<file path="src/rtl/uart_rx.sv">
// UART receiver: 2-flop synchronised rx line, mid-bit sampling FSM, no parity, one stop bit.
// Emits a one-cycle rx_valid_o per good frame or frame_err_o when the stop bit is low.
module uart_rx #(
    parameter int CLKS_PER_BIT = 868,
    parameter int DATA_BITS    = 8,
    parameter int CNT_WIDTH    = 16
) (
    input  logic                 clk_i,
    input  logic                 rst_i,
    input  logic                 rx_i,
    output logic [DATA_BITS-1:0] rx_data_o,
    output logic                 rx_valid_o,
    output logic                 frame_err_o,
    output logic                 rx_busy_o
);

    localparam int IDX_W = $clog2(DATA_BITS);
    localparam logic [CNT_WIDTH-1:0] HALF_LAST = CNT_WIDTH'(CLKS_PER_BIT / 2 - 1);
    localparam logic [CNT_WIDTH-1:0] BIT_LAST  = CNT_WIDTH'(CLKS_PER_BIT - 1);
    localparam logic [IDX_W-1:0]     IDX_LAST  = IDX_W'(DATA_BITS - 1);

    typedef enum logic [2:0] {IDLE, START, DATA, STOP, BRK_WAIT} state_t;

    logic                 rx_p0, rx_p1, rx_s;
    state_t               state, state_n;
    logic [CNT_WIDTH-1:0] cnt, cnt_n;
    logic [IDX_W-1:0]     idx, idx_n;
    logic [DATA_BITS-1:0] shift, shift_n, data_n;
    logic                 valid_n, err_n;

    // Stage p0/p1: metastability synchroniser, idles high like the line
    always_ff @(posedge clk_i or posedge rst_i) begin
        if (rst_i) begin
            rx_p0 <= 1'b1;
            rx_p1 <= 1'b1;
        end else begin
            rx_p0 <= rx_i;
            rx_p1 <= rx_p0;
        end
    end

    assign rx_s = rx_p1;

    always_ff @(posedge clk_i or posedge rst_i) begin
        if (rst_i) begin
            state       <= IDLE;
            cnt         <= '0;
            idx         <= '0;
            shift       <= '0;
            rx_data_o   <= '0;
            rx_valid_o  <= 1'b0;
            frame_err_o <= 1'b0;
        end else begin
            state       <= state_n;
            cnt         <= cnt_n;
            idx         <= idx_n;
            shift       <= shift_n;
            rx_data_o   <= data_n;
            rx_valid_o  <= valid_n;
            frame_err_o <= err_n;
        end
    end

    always_comb begin
        state_n = state;
        cnt_n   = cnt + 1'b1;
        idx_n   = idx;
        shift_n = shift;
        data_n  = rx_data_o;
        valid_n = 1'b0;
        err_n   = 1'b0;
        case (state)
            IDLE: begin
                cnt_n = '0;
                if (!rx_s) state_n = START;
            end
            START: begin
                if (cnt == HALF_LAST) begin
                    cnt_n = '0;
                    idx_n = '0;
                    // A high line at mid-start means the edge was a glitch
                    state_n = rx_s ? IDLE : DATA;
                end
            end
            DATA: begin
                if (cnt == BIT_LAST) begin
                    cnt_n        = '0;
                    shift_n[idx] = rx_s;
                    idx_n        = idx + 1'b1;
                    if (idx == IDX_LAST) begin
                        idx_n   = '0;
                        state_n = STOP;
                    end
                end
            end
            STOP: begin
                if (cnt == BIT_LAST) begin
                    cnt_n = '0;
                    if (rx_s) begin
                        data_n  = shift;
                        valid_n = 1'b1;
                        state_n = IDLE;
                    end else begin
                        err_n   = 1'b1;
                        state_n = BRK_WAIT;
                    end
                end
            end
            BRK_WAIT: begin
                cnt_n = '0;
                if (rx_s) state_n = IDLE;
            end
            default: begin
                cnt_n   = '0;
                state_n = IDLE;
            end
        endcase
    end

    assign rx_busy_o = (state != IDLE);

endmodule

</file>
<file path="config.mk">
export PLATFORM = sky130hd
export DESIGN_NAME = uart_rx
export DESIGN_NICKNAME = d
export VERILOG_FILES = /design/src/rtl/uart_rx.sv
export SDC_FILE = /design/constraint.sdc
export NUM_CORES = 1
export LEC_CHECK = 0
export CAP_MARGIN = 20
export CORE_ASPECT_RATIO = 1.25
export CORE_MARGIN = 3
export CORE_UTILIZATION = 25
export DETAILED_ROUTE_END_ITERATION = 10
export DONT_BUFFER_PORTS = 1
export PLACE_DENSITY_LB_ADDON = 0.3
export SYNTH_ARGS = -nofsm -noshare
export SYNTH_HDL_FRONTEND = slang
export SYNTH_SLANG_ARGS = --single-unit
</file>
<file path="constraint.sdc">
create_clock -name clk_i -period 2 [get_ports clk_i]
set_input_delay 0.4 -clock clk_i [delete_from_list [all_inputs] [get_ports clk_i]]
set_output_delay 0.4 -clock clk_i [all_outputs]
set_load 0.05 [all_outputs]
</file>
# Yosys cells after proc, flatten, opt, wreduce, memory -nomap -nowiden
# Cells that the tools add are included.
[totals]
in_bits = 3
regBits = 42
wordCells = 60
out_inout_bits = 11
[op_classes]
eq_ne = 13
order_cmp = 2
n_reduce_logical = 9
add_sub_neg = 2
mux = 25
[op_table]
columns = ["operator", "count"]
rows = [
  ["$mux W16", 2],
  ["$pmux W16 S2", 1],
  ["$mux W3", 10],
  ["$add A16 B1 Y16 const B", 1],
  ["$eq A16 B10 Y1 const B", 1],
  ["$eq A16 B9 Y1 const B", 1],
  ["$pmux W3 S5", 1],
  ["$ne A2 B2 Y1 const B", 6],
  ["$bwmux W8", 1],
  ["$mux W1", 7],
  ["$eq A3 B2 Y1 const B", 2],
  ["$eq A3 B3 Y1 const B", 2],
  ["$pmux W3 S2", 1],
  ["$reduce_and A3 Y1", 2],
  ["$reduce_and A6 Y1", 1],
  ["$lt A3 B4 Y1 const B", 1],
  ["$add A3 B1 Y3 const B", 1],
  ["$demux W1 S3", 1],
  ["$eq A3 B1 Y1 const B", 1],
  ["$ge A3 B1 Y1 const B", 1],
  ["$logic_not A3 Y1", 1],
  ["$reduce_bool A3 Y1", 1],
  ["$mux W2", 1],
  ["$reduce_and A2 Y1", 1],
  ["3 further kinds", 3],
]

# Logic depth before layout (Yosys ltp)
[depth]
depth_word = 5
mapped_depth = 7

# Least setup slack after synthesis
# No wires, ideal clock.
[synth_timing]
path_kind = "register to register"
start = "reg cnt[3]"
end = "reg state[0]"
arrival_time_ns = 1.664
stages_incl_launch_ff = 5
t_required_ns = 1.875
period_less_slack_ns = 1.789
setup_slack_ns = 0.211
path_cell_list = "dfrtp_1 nor4_4 nand4_2 a32oi_4 mux2_4"
[synth_via]
elab_chain_cells = 3
[synth_lines]
columns = ["element", "line", "source"]
rows = [
  ["start: declaration", "26", "logic [CNT_WIDTH-1:0] cnt, cnt_n;"],
  ["start signal: assignment", "55", "cnt <= cnt_n;"],
  ["$eq A16 B10 Y1 / $eq A16 B9 Y1 (equally long branches)", "86, 97, 78", ""],
  ["$ne A2 B2 Y1 (no source line)", "-", ""],
  ["$reduce_and A6 Y1 (no source line) *", "-", ""],
  ["end signal: assignment", "54", "state <= state_n;"],
  ["end: declaration", "25", "state_t state, state_n;"],
]
# Mark *: on every way between the ends. The rest lies on a longest branch, timed or not.
# A chain may end at the register's enable or synchronous reset.

# Final worst setup path
[layout_timing]
start = "reg cnt[12]"
end = "reg rx_data_o[3]"
[layout_via]
elab_chain_cells = 2
[layout_lines]
columns = ["element", "line", "source"]
rows = [
  ["$eq A16 B10 Y1", "97", "if (cnt == BIT_LAST) begin"],
  ["$reduce_and A3 Y1 (no source line)", "-", ""],
  ["end signal: assignment", "58", "rx_data_o <= data_n;"],
  ["end: declaration", "11", "output logic [DATA_BITS-1:0] rx_data_o,"],
]
# No other way between the ends.

==> flow_summary_export.csv <==
group,metric,value,unit
status,status,"finished clean",
die,pin_count,14,
global_routing,gr-total-overflow,0,
sta,finalCritPeriodShare,92.8,%
clock_network,root_buffer,"clkbuf_8",
synthesis,syn_nets,188,
clock_network,cts_hold_buf,0,
die,start_util,26.4,%
job,drv_cap,0,
drt,drc,0,
place,hpwl,2.84,mm
power_and_ir_drop,power.total,1.43,mW
worst_hold_path,worst_hold_path_type,"in2async",
sta,fmax,539,MHz
clock_network,clock_latency,0.28,ns
sta,fin_tns_setup,0,ns
clock_network,cts_inserted_buffers,5,
final_layout,design_area,0.00232,mm2
global_routing,grt_pass1_vias,1430,
sta,rsz0062_at_grt,"false",
final_layout,multi_input_area,973,um2
die,core,0.00797,mm2
drt,drtIter0Drc,37,
worst_setup_path,max_stage_delay,0.45,ns
power_and_ir_drop,p_sw,292,uW
power_and_ir_drop,p_clk_share,38.4,%
place,gp_congestion,0.789,
worst_setup_path,ff2ff_path_depth,4,
power_and_ir_drop,internal_power,1.14,mW
clock_network,clk_pin_slew_worst_paths,0.08,ns
die,rows,36,
synthesis,ys_ff_latch,42,
power_and_ir_drop,p_per_area,614,mW/mm2
power_and_ir_drop,seqPwrFrac,60.0,%
global_routing,antenna_found_initial,0,
drt,drtPass1Iterations,4,
clock_network,cts_buffer_depth,2,
drt,avgViaCountPerCell,4.90,
power_and_ir_drop,pwr-share-comb,1.6,%
power_and_ir_drop,ir_drop,0.199,mV
sta,worst_pin_slew,0.498,ns
drt,ant_nets,0,
power_and_ir_drop,leakage,1.10,nW
sta,fin_worst_skew,0.00512,ns
global_routing,grt_max_degree,24,
clock_network,cts_tree,"built",
power_and_ir_drop,switching_share,20.4,%
die,die_y,109,um
place,preCtsSetupSlack,0.113,ns
synthesis,ys_types,41,
sta,hold_violations,0,
synthesis,netlist_area,0.00210,mm2
clock_network,post_cts_resized,0,
die,die_w,88.0,um
synthesis,syn_inst,181,
worst_setup_path,crit_required,2.18,ns
sta,fin_hold_ws,0.0147,ns
global_routing,grt_usage,9.04,%
worst_setup_path,start_kind,"flip-flop",
clock_network,clock_sinks,42,
clock_network,htreeDepth,2,
sta,setup_violations,0,
sta,maxSlewHeadroom,66.8,%
final_layout,layout-drive-gt1-share,22.8,%
final_layout,layout.nets,195,
synthesis,ys_warn_count,0,
final_layout,seqCellArea,0.00105,mm2
place,io_buffers,0,
final_layout,area_growth,10.5,%
synthesis,syn_area_per_cell,11.6,um2
worst_setup_path,path_max_fanout,12,
die,die_area,0.00956,mm2
worst_setup_path,cp_slowest_cell,"dfrtp_1",
worst_setup_path,critPathBufInv,0,
drt,vias,1391,
sta,slew_viol_final,0,
sta,fin_crit,1.86,ns
final_layout,fill_cells,833,
synthesis,seq_area_frac_synth,50.1,%
worst_setup_path,crit_family,"simple AND/OR/NAND/NOR gates",
final_layout,antenna_cells,0,
worst_setup_path,worst_setup_path_end_kind,"flip-flop",
worst_setup_path,path_cells,"nor4_4, and4_4, nand4_4, mux2_2",
worst_setup_path,critPathKind,"reg2reg",
sta,fin_ws,0.144,ns
global_routing,grt_pass1_wl,6.92,mm
place,placed_cell_area,0.00223,mm2
drt,avgRoutedWirePerCell,13.6,um
worst_setup_path,worstPathArrival,2.03,ns
clock_network,cts_setup_buffers,0,
drt,wl,3.87,mm
worst_setup_path,path_depth,4,
==> sequential cells by signal, summed over array words and instances, names as in the netlist <==
register	cells
rx_p1	1
rx_data_o	8
idx	3
frame_err_o	1
cnt	16
state	3
rx_p0	1
rx_valid_o	1
shift	8
==> cell usage in the layout (no fill, tap or decap), types with 2 or more instances in the layout <==
cell      count
dfrtp_1      40
nor2_1       22
mux2_2       15
nand4_1      10
xor2_1        9
nand2_1       7
o21ai_0       7
buf_4         7
nand3_1       6
clkbuf_8      6
a21oi_1       5
nand4b_1      4
o31ai_1       4
ha_1          4
inv_1         3
nor2b_1       3
and2_1        3
and3_1        3
nor4_4        2
nand4_2       2
and4_1        2
or3_1         2
xnor2_1       2
nor3_1        2
dfstp_2       2
==> synth_stat cells <==
master,number,area [um2]
and3_1,3,18.8
a32oi_1,1,8.76
and4b_1,1,10.0
and3b_1,1,8.76
nor3_1,2,10.0
nor4_4,2,42.5
dfstp_2,2,52.6
and4bb_2,1,12.5
mux2_2,15,169
o21ai_0,7,35.0
nand2_1,7,26.3
nand4b_1,4,35.0
dfrtp_1,40,1000
xnor2_1,2,17.5
nand4_2,2,25.0
buf_4,1,7.51
nand3_4,1,17.5
or3_1,2,12.5
o221ai_1,1,8.76
buf_2,2,10.0
buf_6,2,22.5
nand3b_1,1,7.51
nand4_4,1,21.3
mux2_4,1,15.0
nor2_1,22,82.6
and4_4,1,11.3
a32oi_4,1,27.5
a2111o_1,1,11.3
a21oi_1,5,25.0
or4_1,1,7.51
nand4_1,10,62.6
nand3_1,6,30.0
and2_1,3,18.8
nor2b_1,3,18.8
o31ai_1,4,30.0
inv_1,4,15.0
clkbuf_8,1,13.8
xor2_1,9,78.8
clkbuf_1,2,7.51
ha_1,4,50.1
and4_1,2,17.5
==> metrics by stage <==
stage | utilization, % | instances
after floorplan | - | 181
after global placement | 28.0 | 276
after detailed placement | 28.0 | 276
after CTS | 29.2 | 284
after global routing | 29.2 | 284
final | 29.2 | 284
==> cell type report <==
type,count,area share (%)
repair buffers,8,3.12
clock inverters,1,0.215
flip-flops and latches,42,45.3
multi-input cells,127,41.9
clock buffers,7,3.71
inverters,4,0.646
well taps,95,5.11
==> cell families after synthesis <==
kind of cell	after synthesis	share of synthesized area [%]
DFF	42	50.1
xor gates and xnor gates	11	4.58
adders and majority gates	4	2.38
AOI/OAI and AO/OA	20	6.96
muxes	16	8.74
and+or+nand+nor	76	23.6
buffers and inverters	12	3.63
==> final timing paths <==
| path | start | endpoint | slack (ns) |
|---|---|---|---|
| worst min-delay path | rst_i | shift[1]$_DFFE_PP0P_ | 0.01 |
| max in group asynchronous | rst_i | rx_p1$_DFF_PP1_ | 1.43 |
| worst min register to register | rx_p0$_DFF_PP1_ | rx_p1$_DFF_PP1_ | 0.36 |
| worst max-delay path | cnt[12]$_DFF_PP0_ | rx_data_o[3]$_DFFE_PP0P_ | 0.14 |
| worst max register to register | cnt[12]$_DFF_PP0_ | rx_data_o[3]$_DFFE_PP0P_ | 0.14 |
| min in group clk_i | rx_i | rx_p0$_DFF_PP1_ | 0.10 |
==> power by group through the flow <==
stage | combinational, mW | sequential (mW) | clock (mW)
after floorplan | 0.0163 | 0.870 | 0
after global placement | 0.0246 | 0.874 | 0
after detailed placement | 0.0243 | 0.874 | 0
after CTS | 0.0245 | 0.857 | 0.577
after global routing | 0.0277 | 0.858 | 0.616
final | 0.0226 | 0.857 | 0.548
==> layer usage <==
layer  track usage [%]  wire, um  vias up  part of all wire [%]
met2              15.4      1980       30                    51
li1                  -         -      672                     -
met1              11.2      1730      683                    45
met5                 0         0        -                     0
met4              2.27        41        0                   1.1
met3              2.52       115        6                   3.0
==> worst reg2reg max path, cell delays in order, from the launching register on <==
cell and delay, ns:
dfrtp_1 0.45, nor4_4 0.40, and4_4 0.38, nand4_4 0.20, mux2_2 0.32
(Power assumes the default switching activity.)
==> RTL change, RTL diff (config.mk and constraints unchanged) <==
Re-encode `state_t` (5 states) as one-hot, 5 bits wide.
--- a/src/rtl/uart_rx.sv
+++ b/src/rtl/uart_rx.sv
@@ -19,7 +19,7 @@
     localparam logic [CNT_WIDTH-1:0] BIT_LAST  = CNT_WIDTH'(CLKS_PER_BIT - 1);
     localparam logic [IDX_W-1:0]     IDX_LAST  = IDX_W'(DATA_BITS - 1);
 
-    typedef enum logic [2:0] {IDLE, START, DATA, STOP, BRK_WAIT} state_t;
+    typedef enum logic [4:0] {IDLE = 5'b00001, START = 5'b00010, DATA = 5'b00100, STOP = 5'b01000, BRK_WAIT = 5'b10000} state_t;
 
     logic                 rx_p0, rx_p1, rx_s;
     state_t               state, state_n;
Check against the original RTL: no difference found for any inputs over 10 cycles, from zero or initial values and one cycle with rst_i high; not proved beyond that.
==> RTL change against the unedited design <==
The flow now finishes with violations (negative setup slack). Design area is 17% higher. Via count is 12% higher. Sequential cell count is 2 higher. Synthesized area is 0.24% higher. Wire length is 12% higher. Setup slack worse by 0.47 ns. Critical path type unchanged.
Power is not compared: it rests on default switching activity, and its combinational part moved more than twofold at a synthesized area within 25%.
==> RTL change: results (changes against the unedited design) <==
stage,metric,value,unit,change
power_and_ir_drop,ir_drop,0.000522,V,
placement,placed_area,0.00249,mm^2,was 0.00223 mm^2
detailed_routing,avgViaCountPerCell,4.70,,was 4.90
clock_tree,h-tree-depth,2,,unchanged
yosys,yosysWarnings,0,,unchanged
critical_path,arrival,2.51,ns,was 2.03 ns
yosys,yosys.cell_types.count,38,,was 41
layout,drive_gt1_frac,0.354,,was 0.228
placement,post-place-ws,-0.365,ns,was 0.113 ns
clock_tree,clk_path_buf_depth,2,,unchanged
layout,fill_cells,827,,was 833
global_routing,track_usage,0.102,,was 0.0904
critical_path,worstReg2RegStart,cnt[13],,was cnt[12]
timing,tightestPinTransition,0.501,ns,was 0.498 ns
run_status,violations,negative setup slack,,
layout,diodes,0,,unchanged
power_and_ir_drop,p_switching,778,uW,
layout,reg_top3,"cnt: 16 flops, rx_data_o: 8 flops, shift: 8 flops",,unchanged
critical_path,r2r_end,rx_data_o[5],,was rx_data_o[3]
clock_tree,cts-root-buf,clkbuf_8,,unchanged
yosys,syn_nets,200,,was 188
critical_path,r2r_cells,5,,was 4
run_status,status,"complete, but fails checks",,was completed
yosys,synth_common_cells,"41 x dfrtp_1, 28 x nor2_1, 18 x mux2_2",,"was 40 x dfrtp_1, 22 x nor2_1, 15 x mux2_2"
detailed_routing,first_iter_violations,64,,was 37
yosys,ys_seq_area_frac,0.524,,was 0.501
clock_tree,clock_latency,0.30,ns,was 0.28 ns
timing,skew,0.00650,ns,was 0.00512 ns
global_routing,grt_pass1_wl,7.58,mm,was 6.92 mm
yosys,async_reset_ff_frac,1.00,,unchanged
detailed_routing,drt-total-wl,4.35,mm,was 3.87 mm
clock_tree,cts-buffers-inserted,5,,unchanged
critical_path,worstPathMaxFanout,5,,was 12
worst_hold_path,hold_path.class,in -> async,,unchanged
placement,hpwl,3.18,mm,was 2.84 mm
placement,port_buffers,0,,unchanged
layout,nets,243,,was 195
power_and_ir_drop,leakagePower,0.00124,uW,
global_routing,antenna_found_initial,0,,unchanged
global_routing,grt_pass1_vias,1642,,was 1430
global_routing,grt_max_degree,24,,unchanged
critical_path,critPathKind,reg -> reg,,unchanged
timing,setup_viol,37,,was 0
detailed_routing,dr.pass1.iters,4,,unchanged
timing,worst_slack,-0.325,ns,was 0.144 ns
yosys,yosys-top-cells-area,"dfrtp_1 49%, mux2_2 9.6%, nor2_1 5.0%",,"was dfrtp_1 48%, mux2_2 8.0%, nor2_1 3.9%"
placement,gp_congestion,0.791,,was 0.789
timing,finalMaxSlewViolations,0,,unchanged
clock_tree,path_clk_slew,0.08,ns,about the same
[RTL change: how the worst min path moves through the flow]
stage	end	start	slack, ns
after floorplan	rx_p1	rx_p0	0.35
final	rx_data_o[7]	rst_i	0.006
after global placement	frame_err_o	rst_i	0.35
after CTS	idx[1]	rst_i	0.02
after detailed placement	frame_err_o	rst_i	0.35
after global routing	rx_data_o[4]	rst_i	0.03
[RTL change: repair_timing]
item	4_1_cts	5_1_grt
setup endpoints to repair	37	39
pin swaps	5	7
gates resized for setup	14	8
setup buffers	1	2
gates cloned	1	0
[RTL change: critical path: stages, from the launching register on]
cell     delay, ns
dfrtp_1       0.38
or4_4         0.56
or4_4         0.62
nor3_4        0.19
buf_6         0.16
mux2_4        0.30
[RTL change: cell families after synthesis]
family / count (synthesis) / synth area share
adder cells (fa/ha/maj): 4 / 0.0237
buffers and inverters: 10 / 0.0237
flip-flops: 44 / 0.524
AND/OR/NAND/NOR: 87 / 0.227
XOR/XNOR: 14 / 0.0582
AO/OA/AOI/OAI: 15 / 0.0421
multiplexers: 19 / 0.101
[RTL change: power groups by stage]
stage	logic, uW	registers [uW]	clock network (uW)
floorplan	429	1010	0
global placement	712	1020	0
detailed placement	713	1020	0
CTS	774	1000	697
global route	913	1020	731
finish	816	1000	669
[RTL change: final cells by class]
| type | instances | share of cell area |
|---|---|---|
| Timing Repair Buffer | 41 | 0.124 |
| Clock buffer | 6 | 0.0267 |
| Multi-Input combinational cell | 139 | 0.379 |
| Inverter | 5 | 0.00692 |
| Tap cell | 95 | 0.0438 |
| Clock inverter | 2 | 0.0129 |
| Sequential cell | 44 | 0.407 |
[RTL change: metrics by stage]
| step | instances | power [uW] | setup TNS, ns | utilization |
|---|---|---|---|---|
| final | 332 | 2490 | -7.84 | 0.338 |
| after global routing | 332 | 2660 | -11.01 | 0.338 |
| after CTS | 330 | 2470 | -6.98 | 0.332 |
| after detailed placement | 320 | 1730 | -7.45 | 0.311 |
| after global placement | 320 | 1730 | -7.22 | 0.311 |
| after floorplan | 193 | 1440 | -8.90 | - |
[RTL change: routing by layer]
metal  global-route usage  routed length, um  up-vias
met5                    0                  0        -
met4               0.0378                 65        0
met3               0.0257                123        8
met2                0.172               2240       19
met1                0.125               1920      773
li1                     -                  -      759
